--- src/rtl/sha256_regbus_pkg.sv ---
// Shared definitions for the sha256 register region: offsets, beat counts,
// driver FSM states and helpers that map a beat number to address and data.
package sha256_regbus_pkg;

    localparam logic [3:0] SHA_REGION = 4'h4;

    localparam logic [15:0] OFF_IA = 16'h000;
    localparam logic [15:0] OFF_IB = 16'h004;
    localparam logic [15:0] OFF_IC = 16'h008;
    localparam logic [15:0] OFF_ID = 16'h00C;
    localparam logic [15:0] OFF_IE = 16'h010;
    localparam logic [15:0] OFF_IF = 16'h014;
    localparam logic [15:0] OFF_IG = 16'h018;
    localparam logic [15:0] OFF_IH = 16'h01C;
    localparam logic [15:0] OFF_OA = 16'h020;
    localparam logic [15:0] OFF_OB = 16'h024;
    localparam logic [15:0] OFF_OC = 16'h028;
    localparam logic [15:0] OFF_OD = 16'h02C;
    localparam logic [15:0] OFF_OE = 16'h030;
    localparam logic [15:0] OFF_OF = 16'h034;
    localparam logic [15:0] OFF_OG = 16'h038;
    localparam logic [15:0] OFF_OH = 16'h03C;
    localparam logic [15:0] OFF_W  = 16'h044;
    localparam logic [15:0] OFF_K  = 16'h048;

    localparam int WR_BEATS = 10;
    localparam int RD_BEATS = 8;

    typedef enum logic [2:0] {
        ST_IDLE,
        ST_WRITE,
        ST_SETTLE,
        ST_READ,
        ST_DONE
    } drv_state_e;

    // Beats 0..7 are input words A..H, beat 8 is W, beat 9 is K.
    function automatic logic [15:0] wr_offset(input logic [3:0] beat);
        logic [15:0] off;
        if (beat == 4'd8) off = OFF_W;
        else if (beat == 4'd9) off = OFF_K;
        else off = OFF_IA + {11'd0, beat[2:0], 2'b00};
        return off;
    endfunction

    function automatic logic [31:0] wr_word(input logic [255:0] st, input logic [31:0] w,
                                            input logic [31:0] k, input logic [3:0] beat);
        logic [31:0] word;
        word = '0;
        if (beat == 4'd8) word = w;
        else if (beat == 4'd9) word = k;
        else begin
            for (int i = 0; i < 8; i++) begin
                if (beat == 4'(i)) word = st[255-32*i -: 32];
            end
        end
        return word;
    endfunction

    function automatic logic [15:0] rd_offset(input logic [2:0] beat);
        return OFF_OA + {11'd0, beat, 2'b00};
    endfunction

endpackage

--- src/rtl/sha256_rdcapture.sv ---
// Read-data capture: a tag shift register marks the edge at which each read
// beat's RDATA is valid, and that word is written into the packed result.
module sha256_rdcapture
    import sha256_regbus_pkg::*;
#(
    parameter int RD_LATENCY = 1
) (
    input  logic         clk_i,
    input  logic         rst_i,
    input  logic         rden_i,
    input  logic [31:0]  rdata_i,
    output logic [255:0] res_o,
    output logic         last_o
);

    logic [RD_LATENCY-1:0] tag_q;
    logic [RD_LATENCY-1:0] tag_d;
    logic [2:0]            idx_q;
    logic [255:0]          res_q;
    logic                  cap;

    always_comb begin
        tag_d    = tag_q << 1;
        tag_d[0] = rden_i;
    end

    assign cap    = tag_q[RD_LATENCY-1];
    assign last_o = cap && (idx_q == 3'(RD_BEATS - 1));
    assign res_o  = res_q;

    // Word 0 (A) lands in the top 32 bits, matching the job packing.
    always_ff @(posedge clk_i or posedge rst_i) begin
        if (rst_i) begin
            tag_q <= '0;
            idx_q <= '0;
            res_q <= '0;
        end else begin
            tag_q <= tag_d;
            if (cap) begin
                idx_q <= last_o ? 3'd0 : idx_q + 3'd1;
                for (int i = 0; i < 8; i++) begin
                    if (idx_q == 3'(i)) res_q[255-32*i -: 32] <= rdata_i;
                end
            end
        end
    end

endmodule

--- src/rtl/sha256_round_driver.sv ---
// Register-bus initiator: writes one SHA-256 round job into the sha256 block,
// waits a settle interval, reads the eight result words back and returns them.
module sha256_round_driver
    import sha256_regbus_pkg::*;
#(
    parameter logic [15:0] BASE_ADDR     = {SHA_REGION, 12'h000},
    parameter int          SETTLE_CYCLES = 2,
    parameter int          RD_LATENCY    = 1
) (
    input  logic         ACLK,
    input  logic         ARST,
    input  logic         JOB_VALID,
    output logic         JOB_READY,
    input  logic [255:0] JOB_STATE,
    input  logic [31:0]  JOB_W,
    input  logic [31:0]  JOB_K,
    output logic         RES_VALID,
    input  logic         RES_READY,
    output logic [255:0] RES_STATE,
    output logic         BUSY,
    output logic [15:0]  WRADDR,
    output logic [3:0]   BYTEEN,
    output logic         WREN,
    output logic [31:0]  WDATA,
    output logic [15:0]  RDADDR,
    output logic         RDEN,
    input  logic [31:0]  RDATA
);

    drv_state_e    state_q;
    logic [3:0]    beat_q;
    logic [3:0]    settle_q;
    logic [255:0]  job_q;
    logic [31:0]   w_q;
    logic [31:0]   k_q;
    logic          job_ready_q;
    logic          busy_q;
    logic          res_valid_q;
    logic [15:0]   wraddr_q;
    logic [3:0]    byteen_q;
    logic          wren_q;
    logic [31:0]   wdata_q;
    logic [15:0]   rdaddr_q;
    logic          rden_q;
    logic          last_cap;

    // Job and result ports use valid/ready: a transfer happens on the edge
    // where both are high; the offering side holds its payload until then.
    // Bus outputs are registered for the beat issued in the following cycle.
    always_ff @(posedge ACLK or posedge ARST) begin
        if (ARST) begin
            state_q     <= ST_IDLE;
            beat_q      <= '0;
            settle_q    <= '0;
            job_q       <= '0;
            w_q         <= '0;
            k_q         <= '0;
            job_ready_q <= 1'b0;
            busy_q      <= 1'b0;
            res_valid_q <= 1'b0;
            wraddr_q    <= '0;
            byteen_q    <= '0;
            wren_q      <= 1'b0;
            wdata_q     <= '0;
            rdaddr_q    <= '0;
            rden_q      <= 1'b0;
        end else begin
            wren_q   <= 1'b0;
            byteen_q <= '0;
            wraddr_q <= '0;
            wdata_q  <= '0;
            rden_q   <= 1'b0;
            rdaddr_q <= '0;
            case (state_q)
                ST_IDLE: begin
                    job_ready_q <= 1'b1;
                    if (JOB_VALID && job_ready_q) begin
                        job_q       <= JOB_STATE;
                        w_q         <= JOB_W;
                        k_q         <= JOB_K;
                        job_ready_q <= 1'b0;
                        busy_q      <= 1'b1;
                        beat_q      <= '0;
                        state_q     <= ST_WRITE;
                        wren_q      <= 1'b1;
                        byteen_q    <= 4'hF;
                        wraddr_q    <= BASE_ADDR | wr_offset(4'd0);
                        wdata_q     <= wr_word(JOB_STATE, JOB_W, JOB_K, 4'd0);
                    end
                end
                ST_WRITE: begin
                    if (beat_q == 4'(WR_BEATS - 1)) begin
                        beat_q   <= '0;
                        settle_q <= '0;
                        if (SETTLE_CYCLES == 0) begin
                            state_q  <= ST_READ;
                            rden_q   <= 1'b1;
                            rdaddr_q <= BASE_ADDR | rd_offset(3'd0);
                        end else begin
                            state_q <= ST_SETTLE;
                        end
                    end else begin
                        beat_q   <= beat_q + 4'd1;
                        wren_q   <= 1'b1;
                        byteen_q <= 4'hF;
                        wraddr_q <= BASE_ADDR | wr_offset(beat_q + 4'd1);
                        wdata_q  <= wr_word(job_q, w_q, k_q, beat_q + 4'd1);
                    end
                end
                ST_SETTLE: begin
                    if (settle_q == 4'(SETTLE_CYCLES - 1)) begin
                        state_q  <= ST_READ;
                        rden_q   <= 1'b1;
                        rdaddr_q <= BASE_ADDR | rd_offset(3'd0);
                    end else begin
                        settle_q <= settle_q + 4'd1;
                    end
                end
                ST_READ: begin
                    // beat_q parks at RD_BEATS while the last captures drain.
                    if (beat_q < 4'(RD_BEATS - 1)) begin
                        beat_q   <= beat_q + 4'd1;
                        rden_q   <= 1'b1;
                        rdaddr_q <= BASE_ADDR | rd_offset(beat_q[2:0] + 3'd1);
                    end else if (beat_q == 4'(RD_BEATS - 1)) begin
                        beat_q <= 4'(RD_BEATS);
                    end
                    if (last_cap) begin
                        state_q     <= ST_DONE;
                        res_valid_q <= 1'b1;
                    end
                end
                ST_DONE: begin
                    if (RES_READY) begin
                        res_valid_q <= 1'b0;
                        busy_q      <= 1'b0;
                        job_ready_q <= 1'b1;
                        state_q     <= ST_IDLE;
                    end
                end
                default: state_q <= ST_IDLE;
            endcase
        end
    end

    sha256_rdcapture #(
        .RD_LATENCY(RD_LATENCY)
    ) u_rdcapture (
        .clk_i  (ACLK),
        .rst_i  (ARST),
        .rden_i (rden_q),
        .rdata_i(RDATA),
        .res_o  (RES_STATE),
        .last_o (last_cap)
    );

    assign JOB_READY = job_ready_q;
    assign RES_VALID = res_valid_q;
    assign BUSY      = busy_q;
    assign WRADDR    = wraddr_q;
    assign BYTEEN    = byteen_q;
    assign WREN      = wren_q;
    assign WDATA     = wdata_q;
    assign RDADDR    = rdaddr_q;
    assign RDEN      = rden_q;

endmodule

--- config.mk ---
export PLATFORM = sky130hd
export DESIGN_NAME = sha256_round_driver
export DESIGN_NICKNAME = d
export VERILOG_FILES = /design/src/rtl/sha256_regbus_pkg.sv /design/src/rtl/sha256_rdcapture.sv /design/src/rtl/sha256_round_driver.sv
export SDC_FILE = /design/constraint.sdc
export NUM_CORES = 1
export LEC_CHECK = 0
export ABC_AREA = 1
export BUFFER_PORTS_ARGS = -buffer_cell sky130_fd_sc_hd__buf_2
export CORE_MARGIN = 5
export CORE_UTILIZATION = 30
export DETAILED_ROUTE_END_ITERATION = 12
export SKIP_LAST_GASP = 1
export SLEW_MARGIN = 20
export SYNTH_ARGS = -nofsm -noshare
export SYNTH_HDL_FRONTEND = slang
export SYNTH_SLANG_ARGS = --single-unit
export TNS_END_PERCENT = 30
--- constraint.sdc ---
create_clock -name ACLK -period 36.2 [get_ports ACLK]
set_input_delay 7.24 -clock ACLK [delete_from_list [all_inputs] [get_ports ACLK]]
set_output_delay 7.24 -clock ACLK [all_outputs]
set_load 0.005 [all_outputs]
# Word-level counts from Yosys, hierarchy flattened
# Index checks and enable logic that the tools add are counted.
[word_totals]
ram_bits = 0
out_inout_bits = 329
in_bits = 356
latchBits = 0
ff_bits = 664
rom_bits = 0
mem_count = 0
wordCells = 138
[classes]
n_shift = 0
order_cmp = 1
div_mod_pow = 0
bitwise_logic = 0
n_reduce_logical = 24
addsub = 5
mul = 0
mux = 53
eq_ne = 30
[ops]
columns = ["op", "count"]
rows = [
  ["2-to-1 mux 32 bit", 12],
  ["one-hot mux 32 bit (2 select lines)", 1],
  ["2-to-1 mux 15 bit", 4],
  ["one-hot mux 15 bit (2 select lines)", 2],
  ["2-to-1 mux 4 bit", 8],
  ["== test 4 x 3 -> 1 bit (second input constant)", 5],
  ["AND reduction 2 bit", 10],
  ["2-to-1 mux 3 bit", 6],
  ["one-hot mux 4 bit (2 select lines)", 2],
  ["== test 3 bit (second input constant)", 5],
  ["one-hot mux 3 bit (5 select lines)", 1],
  ["2-to-1 mux 7 bit", 2],
  ["== test 3 x 2 -> 1 bit (second input constant)", 4],
  ["== test 4 bit (second input constant)", 3],
  ["one-hot mux 4 bit (3 select lines)", 1],
  ["AND reduction 3 bit", 4],
  ["!= test 2 bit (second input constant)", 5],
  ["one-hot mux 1 bit (2 select lines)", 5],
  ["2-to-1 mux 1 bit", 9],
  ["adder 4 x 1 -> 4 bit (second input constant)", 2],
  ["== test 4 x 1 -> 1 bit (second input constant)", 2],
  ["== test 4 x 2 -> 1 bit (second input constant)", 2],
  ["adder 6 x 5 -> 7 bit (first input constant)", 1],
  ["adder 3 x 1 -> 3 bit (second input constant)", 2],
  ["other kinds (10)", 15],
]

# Longest topological paths before layout
[logic_depth]
word_depth = 14
ltp_mapped = 19
depth_no_buf = 18

# Cells and area by module
# Synthesis repeated with hierarchy kept, for this count alone.
[unflattened]
hier_cells = 3583
area_unflattened_um2 = 28625.0
[modules_own_cells]
columns = ["mod", "seq_area_each_um2", "area_each_um2", "cells_each", "instances"]
rows = [
  ["sha256_round_driver", 9384.0, 18074.8, 2463, 1],
  ["sha256_rdcapture", 6506.2, 10550.1, 1120, 1],
]

# Worst setup path before layout
# OpenSTA, ideal clock, no wires.
[synth_path]
path_kind = "in2reg"
startpoint = "input port JOB_VALID"
endpoint = "register wdata_q[0], in the netlist WDATA[0]"
t_required_ns = 36.134
arrival_ns = 8.245
setup_time_ns = 0.066
stages = 6
path_buffers = 2
slack_ns = 27.889
cell_sequence = "nand2_1 > nor2_1 > clkbuf_1 > clkbuf_1 > nand2_1 > nand2_1"
[synth_between]
elab_chain_len = 3
[synth_rtl]
columns = ["element", "line_no", "text"]
rows = [
  ["from (decl)", "sha256_round_driver.sv:12", "input logic JOB_VALID,"],
  ["logical AND 1 bit", "sha256_round_driver.sv:77", "if (JOB_VALID && job_ready_q) begin"],
  ["2-to-1 mux 32 bit", "sha256_round_driver.sv:77", ""],
  ["one-hot mux 32 bit (2 select lines)", "sha256_round_driver.sv:74", "case (state_q)"],
  ["to (signal assigned)", "sha256_round_driver.sv:88", "wdata_q <= wr_word(JOB_STATE, JOB_W, JOB_K, 4'd0);"],
  ["to (signal assigned)", "sha256_round_driver.sv:107", "wdata_q <= wr_word(job_q, w_q, k_q, beat_q + 4'd1);"],
  ["to (decl)", "sha256_round_driver.sv:42", "logic [31:0] wdata_q;"],
]
# Every way passes these cells.
# A chain may end at the register's enable or synchronous reset.

# Worst setup path in the final report
[layout_path]
startpoint = "input port JOB_VALID"
endpoint = "register job_q[215]"
[layout_between]
elab_chain_len = 2
[layout_rtl]
columns = ["element", "line_no", "text"]
rows = [
  ["logical AND 1 bit", "sha256_round_driver.sv:77", ""],
  ["AND reduction 2 bit (no source line)", "n/a", ""],
  ["to (signal assigned)", "sha256_round_driver.sv:55", "job_q <= '0;"],
  ["to (signal assigned)", "sha256_round_driver.sv:78", "job_q <= JOB_STATE;"],
  ["to (decl)", "sha256_round_driver.sv:33", "logic [255:0] job_q;"],
]
# Every way passes these cells.

==> impl_metrics.py <==
metrics = {
    "sta": {
        "worst_slew_pin_slew_ns": 1.09,
        "fin_ws_ns": 27.10,
        "fin_crit_ns": 9.10,
        "fin_setup_tns_ns": 0,
        "fmax_ghz": 0.110,
        "drv_slew": 0,
        "skew_ns": 0.0263,
        "rsz0062_at_grt": "false",
        "hold_viol_final": 0,
        "final-setup-viol-count": 0,
        "fin_crit_sh_pct": 25.1,
        "timing.max_slew.rel_slack_pct": 27.3,
    },
    "detailed_routing": {
        "routedWlPerCell_um": 20.8,
        "num_vias": 23500,
        "drtIter0Drc": 2595,
        "drc": 0,
        "ant_nets": 0,
        "wl_um": 104000,
        "vias_per_cell": 4.72,
        "drt_pass1_iterations": 5,
    },
    "finish": {
        "layout-drive-gt1-share_pct": 22.1,
        "final_common_cell": "nand2_1",
        "register_area_um2": 15900,
        "most-common-layout-cells": "1392 x nand2_1, 662 x buf_2, 635 x dfrtp_1, 399 x o21ai_0, 182 x inv_1",
        "fillers": 9271,
        "syn_to_final_growth_pct": 23.9,
        "nets": 4119,
        "multi_input_area_um2": 9400,
    },
    "placement": {
        "io_buffers": 662,
        "place_ws_ns": 26.41,
        "routabilityCongestion": 0.877,
        "place_hpwl_um": 76300,
    },
    "yosys": {
        "seq_area_frac_synth_pct": 59.0,
        "synth_top_cell_area_share_pct": 59.0,
        "yosysWarningCount": 0,
        "synth_cell_types": 36,
        "syn-cell-area_um2": 26900,
        "postSynthAreaPerCell_um2": 8.48,
        "syn_inst": 3178,
        "yosys.area.top_type": "dfrtp_1",
        "ys_ff_latch": 635,
        "yosys-top-cells-area": "dfrtp_1 59%, nand2_1 19%, o21ai_0 7.4%",
    },
    "grt": {
        "grt_max_degree": 176,
        "grt_use_met3_pct": 4.43,
        "grt_pass1_vias": 22700,
        "grt_overflow": 0,
        "antenna_found_initial": 20,
        "grtUsageMet1_pct": 26.9,
        "grtUsageTotal_pct": 20.8,
        "top_usage_layer": "met2",
        "grt_pass1_wl_um": 150000,
        "use_met2_pct": 34.8,
    },
    "cts": {
        "clockBufferDepth": 3,
        "cts_resized": 0,
        "holdBufCountCts": 0,
        "cts_max_level": 3,
        "clock_tree.root_cell": "clkbuf_16",
        "post-cts-setup-buffer-count": 0,
        "cts-buffers-inserted": 74,
        "cts.sinks": 635,
        "clk_latency_ns": 0.61,
        "clkTransAtPathRegs_ns": 0.06,
        "cts_tree": "built",
    },
    "setup_path": {
        "cp_max_fo": 133,
        "arrival_ns": 9.63,
        "worstPathRequired_ns": 36.73,
        "crit_type": "input pin to flop",
        "regToRegSetupSlack_ns": 32.21,
        "end_kind": "flop",
        "startpoint_type": "input pin",
    },
    "pwr": {
        "power_frac_seq_pct": 47.5,
        "swShare_pct": 22.8,
        "finalPower_mw": 1.50,
        "p_sw_mw": 0.342,
        "leakagePower_nw": 18.1,
        "vdd.ir_drop.worst_mv": 0.0347,
        "power_density_nw_per_um2": 45.0,
        "clkPwrFrac_pct": 49.1,
        "p_int_mw": 1.16,
        "pwr-share-comb_pct": 3.4,
    },
    "floorplanning": {
        "rows": 110,
        "start_util_pct": 30.1,
        "core_um2": 89600,
        "die_area_um2": 95900,
        "io-pin-count": 685,
        "die_x_um": 310,
        "die_y_um": 310,
    },
    "hold_path": {
        "hp-class": "flop to flop",
    },
    "outcome": {
        "outcome": "finished, final reports clean",
    },
    "job": {
        "cap_violations": 0,
    },
}
-- power by group through the flow --
| stage | Combinational [mW] | Sequential, mW | Clock [mW] |
|---|---|---|---|
| 3_3_place_gp | 0.0528 | 0.726 | 0 |
| 6_report | 0.0508 | 0.713 | 0.738 |
| 4_1_cts | 0.0523 | 0.713 | 0.758 |
| 2_1_floorplan | 0.0163 | 0.727 | 0 |
| 5_1_grt | 0.0568 | 0.713 | 0.786 |
| 3_5_place_dp | 0.0522 | 0.726 | 0 |
-- cells in the mapped netlist (all sizes together) --
master	count
a211o	1
a21oi	129
a31oi	14
and3	1
buf	88
clkbuf	122
clkinv	3
conb	1
dfrtp	635
ha	13
inv	192
nand2	1397
nand3	110
nand3b	1
nand4	18
nor2	41
nor3	5
nor3b	1
nor4	2
o21ai	399
o22ai	3
o31ai	1
or2	1
-- per-stage QoR --
stage          hold slack, ns  instances  cell area (µm²)  util, %
3_3_place_gp            0.448       4850            31000     34.6
2_1_floorplan           0.416       3199            27000        -
6_report                0.467       4977            33400     37.3
4_1_cts                 0.468       4973            33400     37.2
5_1_grt                 0.483       4973            33400     37.2
3_5_place_dp            0.453       4850            31000     34.6
-- layer usage --
layer	share of wire (%)	routed length, µm	vias to the layer above
met4	3.8	3920	12
li1	-	-	11100
met1	40	41800	11100
met3	8.2	8490	168
met5	0.070	73	-
met2	48	49400	1025
-- cell families (layout without fill, tap and decap cells) --
| group | count (synthesis) | count (layout) | synth area share [%] |
|---|---|---|---|
| flops | 635 | 635 | 59.0 |
| simple gates | 1577 | 1577 | 23.4 |
| compound gates | 547 | 547 | 10.4 |
| other cells | 1 | 26 | 0.0139 |
| fa+ha+maj | 13 | 13 | 0.604 |
| buf+inv | 405 | 1003 | 6.61 |
-- path summary, 6_finish.rpt --
check                      startpoint               endpoint  cells after the start
max in group asynchronous        ARST                w_q[30]                      4
min                            w_q[0]                 w_q[0]                      2
max                         JOB_VALID             job_q[215]                      7
min in group asynchronous        ARST  u_rdcapture.res_o[66]                      2
min reg2reg                    w_q[0]                 w_q[0]                      2
max reg2reg                 beat_q[0]              WDATA[20]                     14
-- cell type report --
cell class                 count  area share [%]
antenna                        4          0.0300
inverter                     195            2.27
multi-input combinational   2159            28.2
timing repair buffer         685            10.5
sequential                   635            47.6
clock inverter                20           0.776
clock buffer                 103            6.24
tap                         1176            4.41
-- worst max-delay path, stage by stage --
cell and delay, ns:
buf_2 0.10, nand2_1 0.12, nor2_4 0.10, inv_6 0.71
buf_4 0.91, nand2_1 0.12, nand2_1 0.11
-- state kept, by name (all words and copies together), names as in the netlist, 4 cells and up --
register and cells:
job_q 256, u_rdcapture.res_o 256, WDATA 32, k_q 32, w_q 32, RDADDR 4, WRADDR 4, beat_q 4
settle_q 4
(Power assumes the default switching activity.)
